### src/rtl/output_vc_arbiter.sv
// Flit types and request/response structs shared by the router datapaths,
// followed by the per-output round-robin arbiter with per-VC wormhole locks.
package ravenoc_pkg;
  localparam int FLIT_WIDTH = 34;
  localparam int N_VIRT_CHN = 2;
  localparam int VC_WIDTH   = (N_VIRT_CHN > 1) ? $clog2(N_VIRT_CHN) : 1;

  typedef enum logic [1:0] {
    HEAD      = 2'b00,
    BODY      = 2'b01,
    TAIL      = 2'b10,
    HEAD_TAIL = 2'b11
  } flit_type_t;

  typedef struct packed {
    logic [FLIT_WIDTH-1:0] fdata;
    logic                  valid;
    logic [VC_WIDTH-1:0]   vc_id;
  } s_flit_req_t;

  typedef struct packed {
    logic ready;
  } s_flit_resp_t;
endpackage

// Merges N_INPUTS flit streams onto one output link. HEAD flits claim a VC,
// TAIL flits release it, so a packet is never interleaved with another packet
// on the same VC. A stalled grant is pinned until it handshakes so the output
// stays stable under backpressure.
module output_vc_arbiter
  import ravenoc_pkg::*;
#(
  parameter int N_INPUTS   = 4,
  parameter int N_VIRT_CHN = ravenoc_pkg::N_VIRT_CHN,
  parameter int FLIT_WIDTH = ravenoc_pkg::FLIT_WIDTH
) (
  input  logic         clk,
  input  logic         arst,
  input  s_flit_req_t  fin_req_i  [N_INPUTS],
  output s_flit_resp_t fin_resp_o [N_INPUTS],
  output s_flit_req_t  fout_req_o,
  input  s_flit_resp_t fout_resp_i,
  output logic [N_VIRT_CHN-1:0] vc_lock_o
);

  localparam int IDX_W = $clog2(N_INPUTS);

  logic [N_VIRT_CHN-1:0] lock_vld;
  logic [IDX_W-1:0]      owner [N_VIRT_CHN];
  logic [IDX_W-1:0]      rr_ptr;
  logic                  hold_vld;
  logic [IDX_W-1:0]      hold_idx;

  logic [N_INPUTS-1:0]   elig;
  logic [IDX_W-1:0]      grant;
  logic                  gnt_vld;
  logic                  handshake;
  flit_type_t            out_type;

  // Per-input eligibility: HEADs need a free VC, BODY/TAIL need to own it.
  always_comb begin
    flit_type_t          ftype;
    logic [VC_WIDTH-1:0] vc;
    elig  = '0;
    ftype = HEAD;
    vc    = '0;
    for (int p = 0; p < N_INPUTS; p++) begin
      ftype = flit_type_t'(fin_req_i[p].fdata[FLIT_WIDTH-1 -: 2]);
      vc    = fin_req_i[p].vc_id;
      if (fin_req_i[p].valid) begin
        if (ftype == HEAD || ftype == HEAD_TAIL)
          elig[p] = !lock_vld[vc];
        else
          elig[p] = lock_vld[vc] && (owner[vc] == IDX_W'(p));
      end
    end
  end

  // Round-robin pick starting after the last granted input, unless a
  // backpressured grant is being held.
  always_comb begin
    int idx;
    grant   = hold_idx;
    gnt_vld = hold_vld;
    idx     = 0;
    if (!hold_vld) begin
      for (int off = 1; off <= N_INPUTS; off++) begin
        idx = (int'(rr_ptr) + off) % N_INPUTS;
        if (!gnt_vld && elig[idx]) begin
          gnt_vld = 1'b1;
          grant   = IDX_W'(idx);
        end
      end
    end
  end

  // Zero-latency mux of the granted request; only the winner sees ready.
  always_comb begin
    fout_req_o = '0;
    for (int p = 0; p < N_INPUTS; p++)
      fin_resp_o[p] = '0;
    if (gnt_vld) begin
      fout_req_o              = fin_req_i[grant];
      fin_resp_o[grant].ready = fout_resp_i.ready;
    end
  end

  assign handshake = fout_req_o.valid && fout_resp_i.ready;
  assign out_type  = flit_type_t'(fout_req_o.fdata[FLIT_WIDTH-1 -: 2]);
  assign vc_lock_o = lock_vld;

  // Hold, round-robin pointer and VC lock updates on each accepted flit.
  always_ff @(posedge clk or negedge arst) begin
    if (!arst) begin
      lock_vld <= '0;
      for (int v = 0; v < N_VIRT_CHN; v++)
        owner[v] <= '0;
      rr_ptr   <= IDX_W'(N_INPUTS - 1);
      hold_vld <= 1'b0;
      hold_idx <= '0;
    end else begin
      if (fout_req_o.valid && !fout_resp_i.ready) begin
        hold_vld <= 1'b1;
        hold_idx <= grant;
      end else if (handshake) begin
        hold_vld <= 1'b0;
      end
      if (handshake) begin
        rr_ptr <= grant;
        if (out_type == HEAD) begin
          lock_vld[fout_req_o.vc_id] <= 1'b1;
          owner[fout_req_o.vc_id]    <= grant;
        end else if (out_type == TAIL) begin
          lock_vld[fout_req_o.vc_id] <= 1'b0;
        end
      end
    end
  end

endmodule
### config.mk
export PLATFORM = sky130hd
export DESIGN_NAME = output_vc_arbiter
export DESIGN_NICKNAME = d
export VERILOG_FILES = /design/src/rtl/output_vc_arbiter.sv
export SDC_FILE = /design/constraint.sdc
export NUM_CORES = 1
export LEC_CHECK = 0
export ABC_AREA = 1
export CORE_MARGIN = 1
export CORE_UTILIZATION = 35
export CTS_CLUSTER_DIAMETER = 200
export DETAILED_ROUTE_END_ITERATION = 12
export DONT_BUFFER_PORTS = 1
export GPL_ROUTABILITY_DRIVEN = 1
export PLACE_DENSITY = 0.61
export RECOVER_POWER = 25
export SLEW_MARGIN = 20
export SYNTH_ARGS = -nofsm -noshare
export SYNTH_HDL_FRONTEND = slang
export SYNTH_SLANG_ARGS = --single-unit
### constraint.sdc
create_clock -name clk -period 3 [get_ports clk]
set_clock_uncertainty 0.15 [all_clocks]
set_input_delay 0.6 -clock clk [delete_from_list [all_inputs] [get_ports clk]]
set_output_delay 0.6 -clock clk [all_outputs]
set_load 0.02 [all_outputs]
==> results.md <==
* Area of the core at just under 6000 sq um
* Wire length of the first global-routing pass at 12940 um
* Kind of critical path: flop to output pin
* Final hold violations at 0
* Top Family by Delay on Critical Path: simple AND/OR/NAND/NOR gates
* Overall overflow remaining after global route at 0
* Maximum number of pins on one net before global-route repair at 33
* Critical path, cell by cell: xnor2_2 > buf_4 > nand3_2 > nand3_4 > buf_6 > nand4_4 > nor2_2 > nor2_2 > nand2_4 > nand2_8 > buf_6 > nor2_4 > clkbuf_16 > a22oi_1 > a21oi_2
* Distinct cell type count after synthesis at 33
* Flops & latches, synth at 11
* Reg2reg path depth at 24
* Slowest stage delay, CP at approximately 0.6 ns
* EDFF count, synth at 0
* Clock latency of the later-clocked register in the worst-skew pair at 0.25 ns
* Syn Nets at 498
* Effective utilization at floorplan at between 30% and 40%
* Die footprint at approximately 6500 sq um
* Depth of the CTS H-tree at 1
* Req. time, crit path at 2.25 ns
* Commonest cells after routing, fill and taps aside: nand2_1, buf_4, a22oi_1, a22oi_2, nand2_2
* Final setup violating endpoints at 46
* Final worst slack at -0.6385 ns
* Crit path buf inv count at 4
* Synthesized area per cell at ~6.1 sq um
* Number of buffers created by CTS at 3
* First-pass iteration count of the detailed router at 6
* Vias per inst at 5.845
* CP Capture Type: output pin
* Routed wire length at 9797 um
* Portion of the clock cycle consumed by the worst path in the final layout at 121.3%
* Number of I/O pins at 189
* Vias in the first global route at 2645
* All-layer global routing usage at between 20% and 30%
* Most common cell after layout, fill and taps aside: nand2_1
* Number of max-capacitance violations reported at 0
* Syn Inst Count at roughly 350
* Final cell utilization of the core at 64.65%
* Crit path arrival time at 2.89 ns
* Clock period minus final worst setup slack at between 3 and 4 ns
* Root Driver: clkbuf_8
* Layout cell share with drive strength beyond 1 at between 60 and 70%
* Antenna diodes at 0
* Startpoint kind of the worst setup timing path: flop
* Nets at 576
* DP Cell Count at 474
* Achievable frequency at about 270 MHz
* Violated checks: negative setup slack
* Clock slew at the register clock pins of the worst setup and hold paths at about 0.060 ns
* Standard-cell rows at 28
* Post-synth top flop: dfrtp_1
* Half-perimeter wire length after placement at 7017 um
* Count of filler cells inserted in the layout at 483
* DIE WIDTH at 80.32 um
* Post-layout instance count excluding filler cells at between 500 and 600
* Die span in y at 80.32 um
* Async S/R FF share, synth at 100.0%
* Max Fanout on Critical Path at 8
* Final antenna-violating net count at 0
* Master of the slowest instance on the critical path: dfstp_2
* Max-slew violation total from the final report at 0
* Pin slew with the least headroom to its limit at 0.5138 ns
* Max-slew headroom at 65.64%
* IO Port Bufs at 0
* Sequential cell area fraction in the yosys report at 12.94%
* CTS tree: built
* Clock sink count at 11
* Routed len/inst at 19.48 um
* Initial antenna violation count at 0
* Maximum root-to-sink buffer count at 2
* Netlist area before placement at 2147 sq um
* Vias after detailed routing at 2940
* Signed area change from the synthesized netlist to the final layout at 78.26%
* Number of remaining DRC errors at 0
* Hold_ws at 0.04228 ns
* Iter 0 DRT Violations at between 100 and 150
* RSZ-0062 raised after global routing: yes
* Final GP Congestion at 0.9128
* Run status: finished with violations
* Class of the worst hold path: input port to asynchronous set/reset pin
* Synth Warn # at 0
* Depth of the critical timing path with buffers and inverters included at 15
[layout make-up]
type,count,area [sq um],area share (%)
sequential,11,282.8,7.388
tap,75,93.84,2.452
multi-input combinational,285,2258,59.01
inverter,37,188.9,4.936
timing repair buffer,91,958.4,25.04
clock buffer,4,45.04,1.177
[final timing paths]
| kind | startpoint | endpoint | slack (ns) |
|---|---|---|---|
| max | rr_ptr[0] | fout_req_o[12] | -0.64 |
| min | arst | rr_ptr[1] | 0.04 |
| max in group asynchronous | arst | asynchronous set/reset pin | 1.71 |
| min reg2reg | rr_ptr[0] | rr_ptr[0] | 0.37 |
| min in group clk | rr_ptr[0] | rr_ptr[0] | 0.37 |
| max reg2reg | rr_ptr[0] | owner[1] | -0.18 |
[routing by layer]
layer	track usage, %	up-vias	wire length, um
li1	-	1399	-
met1	32.66	1402	3997
met2	45.56	124	5035
met4	7.321	0	125
met3	4.545	15	639
met5	0	-	0
[synth_stat cells (4+ instances only)]
library cell / count / share of area, %
nand2_1: 101 / 18
a22oi_1: 64 / 22
nand3_1: 35 / 8.2
a21oi_1: 33 / 7.7
inv_1: 31 / 5.4
dfrtp_1: 9 / 10
buf_2: 7 / 1.6
nand2_2: 7 / 2.0
nor2_1: 7 / 1.2
buf_4: 6 / 2.1
inv_2: 5 / 0.87
nand3_2: 5 / 2.3
nor2_2: 4 / 1.2
nor2_4: 4 / 2.1
o21ai_1: 4 / 0.93
[through the flow]
stage	worst slack (ns)	TNS (ns)	instance area (sq um)
3_3_place_gp	-0.4676	-15.60	3120
5_1_grt	-0.7662	-29.33	3827
3_5_place_dp	-0.5005	-17.07	3120
4_1_cts	-0.5196	-18.07	3396
2_1_floorplan	-0.2601	-7.522	2597
6_report	-0.6385	-22.38	3827
[timing repair]
action                                  CTS  global route
pin swaps                                10            43
endpoints found under the hold margin     9             0
hold buffers                              1             0
endpoints found under the setup margin   46            51
resized for setup                        43            56
setup buffers                             4            12
gates cloned                              2             6
[cells by family (layout without fill, tap and decap cells)]
group,after synthesis,in the layout,share of synthesized area (%)
simple gates,176,176,40.73
compound gates,108,108,33.68
buf+inv,55,132,11.89
flops,11,11,12.94
xor+xnor,1,1,0.7578
Power is not shown: default switching activity piles up to over one toggle a cycle in this logic, so the estimate is an artifact.
==> RTL edit, RTL diff (config.mk and constraints unchanged) <==
Set the package constant `FLIT_WIDTH` to 17 (it was 34).
--- a/src/rtl/output_vc_arbiter.sv
+++ b/src/rtl/output_vc_arbiter.sv
@@ -1,7 +1,7 @@
 // Flit types and request/response structs shared by the router datapaths,
 // followed by the per-output round-robin arbiter with per-VC wormhole locks.
 package ravenoc_pkg;
-  localparam int FLIT_WIDTH = 34;
+  localparam int FLIT_WIDTH = 17;
   localparam int N_VIRT_CHN = 2;
   localparam int VC_WIDTH   = (N_VIRT_CHN > 1) ? $clog2(N_VIRT_CHN) : 1;
 
Interface: changed (resized fin_req_i and fout_req_o); port bits go from 189 to 104. The function was not compared with the original's and may differ.
==> RTL edit against the original RTL <==
- the flow still finishes with violations (setup timing)
- sequential cell count stayed put
- cell area shrank 18%
- setup slack better by 300 ps
- routed wire length shrank 34%
- synthesized area shrank 13%
- maximum frequency rose by 8.9%
- sequential share of layout area up 1.5 points
Power is left out: the tool's default activity adds up to more than one toggle a clock period on the data nets, which glitch-free logic cannot reach.
==> RTL edit: results (changes against the original RTL) <==
| Metric | Value |
|---|---|
| Status | `finished with violations` |
| Failing checks | `setup timing` |
| Final setup margin | `-341.4 ps (+297.1 ps)` |
| Post-DP Area | `2745 µm² (-12%)` |
| N_diodes | `0 (unchanged)` |
| Total CTS buffers | `3 (unchanged)` |
| Max Root-Sink Buffers | `2 (unchanged)` |
| Syn nets | `389 (-22%)` |
| Placer Congestion | `0.8557 (-6.3%)` |
| Worst path arrival time | `2590 ps (-300 ps)` |
| R2R Path End | `owner[2]` |
| Layout Nets | `434 (-25%)` |
| Pin count of the biggest net entering global routing | `33 (unchanged)` |
| Reg2Reg Depth | `23 (-4.2%)` |
| Reg clk slew, reported paths | `50 ps` |
| Area leader, netlist | `nand3_1` |
| Critical-path maximum fanout | `15 (+7)` |
| Top cells by area, synth | `nand3_1 25%, nand2_1 16%, dfrtp_1 12%` |
| Clock root buffer | `clkbuf_8` |
| Skew-Pair Late Insertion Delay | `230 ps (-20 ps)` |
| Async SR Flop Fraction | `100.0% (unchanged)` |
| H-tree depth | `1 (unchanged)` |
| Drt initial violations | `91 (-13%)` |
| First-pass GRT wire length | `9.114 mm (-30%)` |
| Share of cells above drive strength 1 | `48.31% (-12 points)` |
| Port Buf Inserts | `0 (unchanged)` |
| Min-Delay Path Class | `in2async` |
| Number of global-route vias before repair | `1,917 (-28%)` |
| GR Util All Layers | `20.44% (-5.7 points)` |
| Final HPWL DP | `5.012 mm (-29%)` |
| Initial antenna violation count | `0 (unchanged)` |
| Ys Warns | `0 (unchanged)` |
| Drt pass-1 iters | `4 (-2)` |
| Cell variety after synth | `33 (unchanged)` |
| Setup crit start | `owner[0]` |
| R2R Setup Slk | `40 ps (+220 ps)` |
| Top FF cell, synth | `dfrtp_1` |
| Sequential area share after synthesis | `14.83% (+1.9 points)` |
| Max-slew headroom | `63.79% (-1.8 points)` |
| Vias per inst | `5.538 (-5.3%)` |
| Post-synth top cells | `95 x nand3_1, 78 x nand2_1, 26 x inv_1, 15 x a41oi_1, 10 x buf_2` |
| Wirelength per Cell | `15.32 µm (-21%)` |
| Endpoints failing setup | `23 (-50%)` |
-- RTL edit: cell count changes after synthesis, moves of 5 or more --
cell     change
a21oi_1     -30
a22oi_1     -64
a41oi_1     +15
buf_4        -6
inv_1        -5
nand2_1     -23
nand3_1     +60
nand4_1      +5
-- RTL edit: through the flow --
step	TNS [ps]	instances	setup slack [ps]	hold slack (ps)
floorplan	-2233	310	-152.2	154.4
global placement	-5140	408	-289.0	154.7
detailed placement	-6967	408	-367.0	154.7
CTS	-7075	416	-350.2	57.42
global route	-12620	424	-526.4	47.15
finish	-6930	424	-341.4	60.04
-- RTL edit: per-layer routing --
| metal | vias to the layer above | share of wire, % | GRT usage [%] |
|---|---|---|---|
| met2 | 64 | 53 | 35.74 |
| met4 | 0 | 0 | 0.2058 |
| met3 | 0 | 4.5 | 2.945 |
| met5 | - | 0 | 0 |
| li1 | 1169 | - | - |
| met1 | 1115 | 43 | 28.41 |
-- RTL edit: worst max path at each step --
stage                      to  slack [ps]
6_report        fout_req_o[7]        -340
2_1_floorplan  fout_req_o[11]        -150
5_1_grt        fout_req_o[11]        -530
3_5_place_dp   fout_req_o[16]        -370
3_3_place_gp    fout_req_o[5]        -290
4_1_cts        fout_req_o[14]        -350
-- RTL edit: kinds of logic (layout without fill, tap and decap cells) --
kind of cell | after synthesis | count (layout) | share of synthesized area [%]
AND/OR/NAND/NOR | 216 | 217 | 59.92
buffers and inverters | 49 | 92 | 10.89
AO/OA/AOI/OAI | 30 | 30 | 12.49
flip-flops | 11 | 11 | 14.83
XOR/XNOR | 4 | 4 | 1.871
-- RTL edit: final cells by class --
class | instances | area (µm²)
inverter | 32 | 147.6
clock buffer | 4 | 45.04
timing repair buffer | 55 | 549.3
tap | 70 | 87.58
multi-input combinational | 251 | 2032
timing repair inverter | 1 | 11.26
fill | 490 | 1988
sequential | 11 | 279.0
-- RTL edit: what timing repair did --
item,CTS,global route
setup endpoints to repair,23,31
hold buffers,1,0
endpoints found under the hold margin,9,0
setup buffers,3,4
gates cloned,0,4
resized for setup,21,27
pin swaps,6,19
-- RTL edit: worst max-delay path: stages, from the launching register on --
cell	delay, ps
dfrtp_1	430
inv_2	80
nand3_1	60
nand2_1	80
nand3_1	90
nand2_2	120
nand3_2	120
nand2_2	100
nand2_2	50
nand2_2	60
nand4_1	120
nor2_1	140
nor2_2	60
nand2_4	110
nand2_4	150
inv_8	200
nand3_4	90
a41oi_4	310
